$ cat config.mk
export PLATFORM = sky130hd
export DESIGN_NAME = fetch_unit
export DESIGN_NICKNAME = d
export VERILOG_FILES = /design/src/rtl/fetch_unit_pkg.sv /design/src/rtl/fetch_queue.sv /design/src/rtl/flopenrc.sv /design/src/rtl/fetch_unit.sv
export SDC_FILE = /design/constraint.sdc
export NUM_CORES = 1
export LEC_CHECK = 0
export CAP_MARGIN = 10
export CELL_PAD_IN_SITES_DETAIL_PLACEMENT = 1
export CELL_PAD_IN_SITES_GLOBAL_PLACEMENT = 1
export CORE_UTILIZATION = 45
export CTS_CLUSTER_SIZE = 30
export DETAILED_ROUTE_END_ITERATION = 10
export DONT_BUFFER_PORTS = 1
export MAX_ROUTING_LAYER = met4
export PLACE_DENSITY = 0.72
export SETUP_SLACK_MARGIN = 0.2
export SLEW_MARGIN = 40
export SYNTH_ARGS = -nofsm -noshare
export SYNTH_HDL_FRONTEND = slang
export SYNTH_SLANG_ARGS = --single-unit
$ cat constraint.sdc
create_clock -name clk -period 18.2 [get_ports clk]
set_input_delay 1.82 -clock clk [delete_from_list [all_inputs] [get_ports clk]]
set_output_delay 1.82 -clock clk [all_outputs]
set_load 0.005 [all_outputs]
$ cat src/rtl/fetch_unit_pkg.sv
`default_nettype none
// ============================================================================
//  Module   : fetch_unit_pkg
//  Brief    : Shared pipeline constants and the fetch-queue entry type.
//  Revision : 1.0
// ============================================================================
package fetch_unit_pkg;

    localparam int              XLEN      = 32;
    localparam logic [XLEN-1:0] NOP_INSTR = 32'h0000_0013;

    typedef struct packed {
        logic [XLEN-1:0] instr;
        logic [XLEN-1:0] pc;
    } fetchEntry_t;

endpackage
`default_nettype wire

$ cat src/rtl/fetch_queue.sv
`default_nettype none
// ============================================================================
//  Module   : fetch_queue
//  Brief    : Small synchronous FIFO of {instr, pc} entries with clear.
//  Revision : 1.0
// ============================================================================
module fetch_queue
    import fetch_unit_pkg::*;
#(
    parameter int DEPTH = 2
) (
    input  logic                   clk,
    input  logic                   reset,
    input  logic                   push,
    input  logic                   pop,
    input  logic                   clear,
    input  fetchEntry_t            wrData,
    output fetchEntry_t            rdData,
    output logic [$clog2(DEPTH):0] count,
    output logic                   full,
    output logic                   empty
);

    localparam int AW = $clog2(DEPTH);

    fetchEntry_t      r_mem [DEPTH];
    logic [AW-1:0]    r_wrPtr;
    logic [AW-1:0]    r_rdPtr;
    logic [AW:0]      r_count;

    always_ff @(posedge clk or posedge reset) begin
        if (reset) begin
            r_wrPtr <= '0;
            r_rdPtr <= '0;
            r_count <= '0;
        end else if (clear) begin
            r_wrPtr <= '0;
            r_rdPtr <= '0;
            r_count <= '0;
        end else begin
            if (push) r_wrPtr <= r_wrPtr + 1'b1;
            if (pop)  r_rdPtr <= r_rdPtr + 1'b1;
            case ({push, pop})
                2'b10:   r_count <= r_count + 1'b1;
                2'b01:   r_count <= r_count - 1'b1;
                default: r_count <= r_count;
            endcase
        end
    end

    // Storage needs no reset: contents are only observed while count > 0.
    always_ff @(posedge clk) begin
        if (push && !clear) r_mem[r_wrPtr] <= wrData;
    end

    assign rdData = r_mem[r_rdPtr];
    assign count  = r_count;
    assign full   = (r_count == (AW+1)'(DEPTH));
    assign empty  = (r_count == '0);

endmodule
`default_nettype wire

$ cat src/rtl/flopenrc.sv
`default_nettype none
// ============================================================================
//  Module   : flopenrc
//  Brief    : Enabled flop with synchronous clear (clear beats enable).
//  Revision : 1.0
// ============================================================================
module flopenrc #(
    parameter int               WIDTH     = 8,
    parameter logic [WIDTH-1:0] RESET_VAL = '0,
    parameter logic [WIDTH-1:0] CLR_VAL   = '0
) (
    input  logic             clk,
    input  logic             reset,
    input  logic             en,
    input  logic             clr,
    input  logic [WIDTH-1:0] d,
    output logic [WIDTH-1:0] q
);

    always_ff @(posedge clk or posedge reset) begin
        if (reset)    q <= RESET_VAL;
        else if (clr) q <= CLR_VAL;
        else if (en)  q <= d;
    end

endmodule
`default_nettype wire

$ cat src/rtl/fetch_unit.sv
`default_nettype none
// ============================================================================
//  Module   : fetch_unit
//  Brief    : RV32 IF stage: PC, imem request/grant, instruction queue, IF/ID.
//  Revision : 1.0
// ============================================================================
module fetch_unit
    import fetch_unit_pkg::*;
#(
    parameter logic [31:0] RESET_PC = 32'h0000_0000,
    parameter int          QDEPTH   = 2,
    parameter int          MAX_OUT  = 2
) (
    input  logic            clk,
    input  logic            reset,
    input  logic            StallD,
    input  logic            FlushD,
    input  logic            PCSrcE,
    input  logic [XLEN-1:0] PCTargetE,
    output logic            ImemReq,
    output logic [XLEN-1:0] ImemAddr,
    input  logic            ImemGnt,
    input  logic            ImemRValid,
    input  logic [XLEN-1:0] ImemRData,
    output logic [XLEN-1:0] InstrD,
    output logic [XLEN-1:0] PCD,
    output logic [XLEN-1:0] PCPlus4D,
    output logic            ValidD
);

    localparam int CW = $clog2(QDEPTH) + 1;
    localparam int IW = $clog2(MAX_OUT + 1);
    localparam int SW = ((CW > IW) ? CW : IW) + 1;

    logic [XLEN-1:0]   r_pcF;
    logic [XLEN-1:0]   r_respPC;
    logic [IW-1:0]     r_inflight;
    logic [IW-1:0]     r_drop;

    logic [CW-1:0]     w_count;
    logic              w_full;
    logic              w_empty;
    fetchEntry_t       w_head;
    fetchEntry_t       w_wrEntry;
    logic [SW-1:0]     w_credit;
    logic              w_issue;
    logic              w_accept;
    logic              w_push;
    logic              w_loadHead;
    logic              w_pop;
    logic [XLEN:0]     w_instrValidD;
    logic [XLEN:0]     w_instrValidQ;
    logic [2*XLEN-1:0] w_pcQ;

    assign w_credit = SW'(w_count) + SW'(r_inflight);
    assign w_issue  = !reset && !PCSrcE && (r_inflight < IW'(MAX_OUT))
                      && (w_credit < SW'(QDEPTH));
    assign w_accept = w_issue && ImemGnt;
    assign ImemReq  = w_issue;
    assign ImemAddr = r_pcF;

    assign w_push     = ImemRValid && !PCSrcE && (r_drop == '0);
    assign w_loadHead = !PCSrcE && !w_empty;
    assign w_pop      = w_loadHead && !StallD && !FlushD;
    assign w_wrEntry  = '{instr: ImemRData, pc: r_respPC};

    always_ff @(posedge clk or posedge reset) begin
        if (reset) begin
            r_pcF      <= RESET_PC;
            r_respPC   <= RESET_PC;
            r_inflight <= '0;
            r_drop     <= '0;
        end else begin
            case ({w_accept, ImemRValid})
                2'b10:   r_inflight <= r_inflight + 1'b1;
                2'b01:   r_inflight <= r_inflight - 1'b1;
                default: r_inflight <= r_inflight;
            endcase
            if (PCSrcE) begin
                r_pcF    <= PCTargetE;
                r_respPC <= PCTargetE;
                // Everything still outstanding after this cycle is stale; drop
                // is a subset of inflight, so it is replaced, not accumulated.
                r_drop   <= r_inflight - IW'(ImemRValid);
            end else begin
                if (w_accept) r_pcF <= r_pcF + 32'd4;
                if (ImemRValid) begin
                    if (r_drop != '0) r_drop   <= r_drop - 1'b1;
                    else              r_respPC <= r_respPC + 32'd4;
                end
            end
        end
    end

    fetch_queue #(
        .DEPTH (QDEPTH)
    ) u_queue (
        .clk    (clk),
        .reset  (reset),
        .push   (w_push),
        .pop    (w_pop),
        .clear  (PCSrcE),
        .wrData (w_wrEntry),
        .rdData (w_head),
        .count  (w_count),
        .full   (w_full),
        .empty  (w_empty)
    );

    assert property (@(posedge clk) disable iff (reset) !(w_push && w_full));

    // Instruction/valid flush to a bubble; the PC pair only moves on a pop.
    assign w_instrValidD = w_loadHead ? {w_head.instr, 1'b1} : {NOP_INSTR, 1'b0};

    flopenrc #(
        .WIDTH     (XLEN + 1),
        .RESET_VAL ({NOP_INSTR, 1'b0}),
        .CLR_VAL   ({NOP_INSTR, 1'b0})
    ) u_instrReg (
        .clk   (clk),
        .reset (reset),
        .en    (!StallD),
        .clr   (FlushD),
        .d     (w_instrValidD),
        .q     (w_instrValidQ)
    );

    flopenrc #(
        .WIDTH (2 * XLEN)
    ) u_pcReg (
        .clk   (clk),
        .reset (reset),
        .en    (w_pop),
        .clr   (1'b0),
        .d     ({w_head.pc, w_head.pc + 32'd4}),
        .q     (w_pcQ)
    );

    assign {InstrD, ValidD}  = w_instrValidQ;
    assign {PCD, PCPlus4D}   = w_pcQ;

endmodule
`default_nettype wire

==> impl_metrics.tcl <==
set metrics [dict create \
    status "completed" \
    synthCells 1087 \
    drv_cap 0 \
    antenna_found_initial 0 \
    hold_buffers 0 \
    setup_viol 0 \
    fp.dieW_um 171 \
    max_stage_delay_ps 330 \
    critical_path_class "in2out" \
    synth_area_leaders "dfrtp_1, edfxtp_1, nand2_1" \
    synth.distinct_cells 59 \
    hpwl_mm 21.6 \
    fin_ws_ps 14000 \
    cts_tree "done" \
    path_max_fanout 77 \
    grt_overflow_total 0 \
    crit_slowest_cell "nor4_1" \
    wl_met1_mm 13.5 \
    dr_wl_met3_mm 2.73 \
    num_rows 61 \
    hp-class "reg2reg" \
    path_cells "nor4_1, and2_1" \
    worstSetupStartpointType "input pin" \
    rrSetupSlack_ps 14430 \
    syn_area_um2 12800 \
    wl_per_cell_um 21.3 \
    total_power_mw 1.74 \
    worstMarginPinSlew_ps 733 \
    synth_top_area_share_pct 32.1 \
    die-height_um 171 \
    grt_first_pass_wirelength_mm 49.5 \
    end_kind "output port" \
    min_period_ps 4200 \
    io_buffers 0 \
    timing.fmax_mhz 238 \
    area_delta_synth_final_pct 10.0 \
    cp_top_family "simple AND/OR/NAND/NOR gates" \
    post_cts_resized 0 \
    finClkSkew_ps 16.1 \
    ctsRootBufferMaster "clkbuf_16" \
    clockBufferDepth 3 \
    post-cts-setup-buffers 0 \
    fin_crit_sh_pct 23.1 \
    h-tree-depth 1 \
    power.leakage_nw 5.18 \
    met2_length_mm 14.7 \
    critPathBufInv 0 \
    clkTransAtPathRegs_ps 60 \
    drt-total-wl_mm 31.4 \
    core_area_um2 27900 \
    grt_max_degree 109 \
    place_ws_ps 13960 \
    viasPerCell 5.72 \
    slew_headroom_pct 49.7 \
    num_vias 8420 \
    cts.sinks 295 \
    crit_required_ps 16380 \
    async_flop_share_pct 56.6 \
    hold_viol_final 0 \
    grt_pass1_vias 8725 \
    ys.flop_type "dfrtp_1" \
    clk_latency_ps 560 \
    fin_nets 1148 \
    die_area_um2 29100 \
    worst_ep_arrival_time_ps 2380 \
    synth-seq-cells 295 \
    track_usage_pct 22.4 \
    start_util_pct 45.9 \
    drive_gt1_share_pct 7.95 \
    synth_area_leader_cell "dfrtp_1" \
    final_antenna_net_count 0 \
    place_congestion 0.862 \
    powerDensity_nw_per_um2 123 \
    yosys_warnings 0 \
    antennaDiodeCount 0 \
    rsz0062_at_grt "false" \
    firstDrtPassIters 5 \
    place_area_um2 13100 \
    syn_nets 1165 \
    routed.top_layer "met4" \
    tns_ps 0 \
    drc 0 \
    ios 201 \
    avgSynthCellArea_um2 11.8 \
    synth-edff-count 128 \
    maxSlewViolCount 0 \
    post-route-cell-area_um2 14100 \
    ys_seq_area_share_pct 62.7 \
    cts_buffers 31 \
    peakVddDrop_uv 72.8 \
    first_iter_violations 528 \
]
logic make-up after synthesis:
kind of cell / Yosys count / share of synthesized area (%)
flops: 295 / 62.7
simple gates: 372 / 14.4
fa+ha+maj: 7 / 0.743
buf+inv: 75 / 2.78
xor+xnor: 55 / 3.76
compound gates: 218 / 10.4
mux: 65 / 5.15
state kept, by name, summed over array words and instances (netlist names):
signal           count
ImemAddr            32
r_drop               2
r_inflight           2
r_respPC            32
u_instrReg.q        33
u_pcReg.q           62
u_queue.count        2
u_queue.r_mem      128
u_queue.r_rdPtr      1
u_queue.r_wrPtr      1
power by group:
part,leakage (nW),switching [mW],internal [mW]
clock network,0.482,0.257,0.344
logic,1.42,0.122,0.0797
registers,3.28,0.122,0.812
per-layer routing:
metal	vias to the layer above	global-route usage [%]
met3	38	6.50
met1	4201	29.0
li1	3940	-
met4	0	5.05
met5	-	-
met2	241	34.8
worst paths after layout:
| path | startpoint | endpoint | depth (start not counted) |
|---|---|---|---|
| max | PCSrcE | ImemReq | 2 |
| min | r_respPC[1]$_DFFE_PP0P_ | u_queue.r_mem[1][1]$_DFFE_PP_ | 0 |
| max reg2reg | u_queue.r_rdPtr$_DFFE_PP0P_ | u_pcReg.q[24]$_DFFE_PP0P_ | 7 |
| min reg2reg | r_respPC[1]$_DFFE_PP0P_ | u_queue.r_mem[1][1]$_DFFE_PP_ | 0 |
| max in group asynchronous | reset | u_instrReg.q[3]$_DFFE_PP0P_ | 2 |
| min in group asynchronous | reset | ImemAddr[10]$_DFFE_PP0P_ | 1 |
cells in the mapped netlist, types with 3 or more instances:
master    instances
a21boi_0          5
a21oi_1          16
a31oi_1           5
a41oi_1           4
and2_1           10
and3_1            9
and4_1           10
buf_1             3
buf_2             4
buf_4             9
buf_6             3
clkbuf_1         38
dfrtp_1         164
dfstp_2           3
edfxtp_1        128
ha_1              6
inv_1            15
mux2_2            7
mux2i_1          58
nand2_1         172
nand2b_1          3
nand3_1          47
nand3b_1          9
nand4_1          23
nor2_1           30
nor2b_1           4
nor3_1           14
nor4_1           15
o211ai_1         18
o21a_1            3
o21ai_0         123
o311ai_0         13
o31a_1            6
o31ai_1          11
or2_2             5
or3_1             5
or4_1             6
xnor2_1          39
xor2_1           16
through the flow:
step | utilization, % | hold WS [ps] | cells
finish | 50.5 | 480 | 1473
detailed placement | 47.0 | 465 | 1415
CTS | 50.5 | 481 | 1473
floorplan | - | 440 | 1087
global placement | 46.9 | 451 | 1415
global route | 50.5 | 507 | 1473
cells in the final DEF (no fill, tap or decap), drive strengths merged, types with 14 or more instances in the layout:
cell type and n:
mux2i 58, nor3 14, inv 17, xnor2 39
clkbuf 42, edfxtp 128, nor2 30, nand2 172
o211ai 18, nand4 24, dfrtp 164, xor2 16
o21ai 123, nand3 47, nor4 15, a21oi 16
final cells by class:
type                       instances  area, µm²
inverter                          16       65.1
clock buffer                      42        857
timing repair buffer               9       86.3
sequential                       295       8030
tap                              378        473
multi-input combinational        717       4450
fill                            2859      13800
clock inverter                    16        115
No activity file was read; power rests on OpenSTA's default activity.
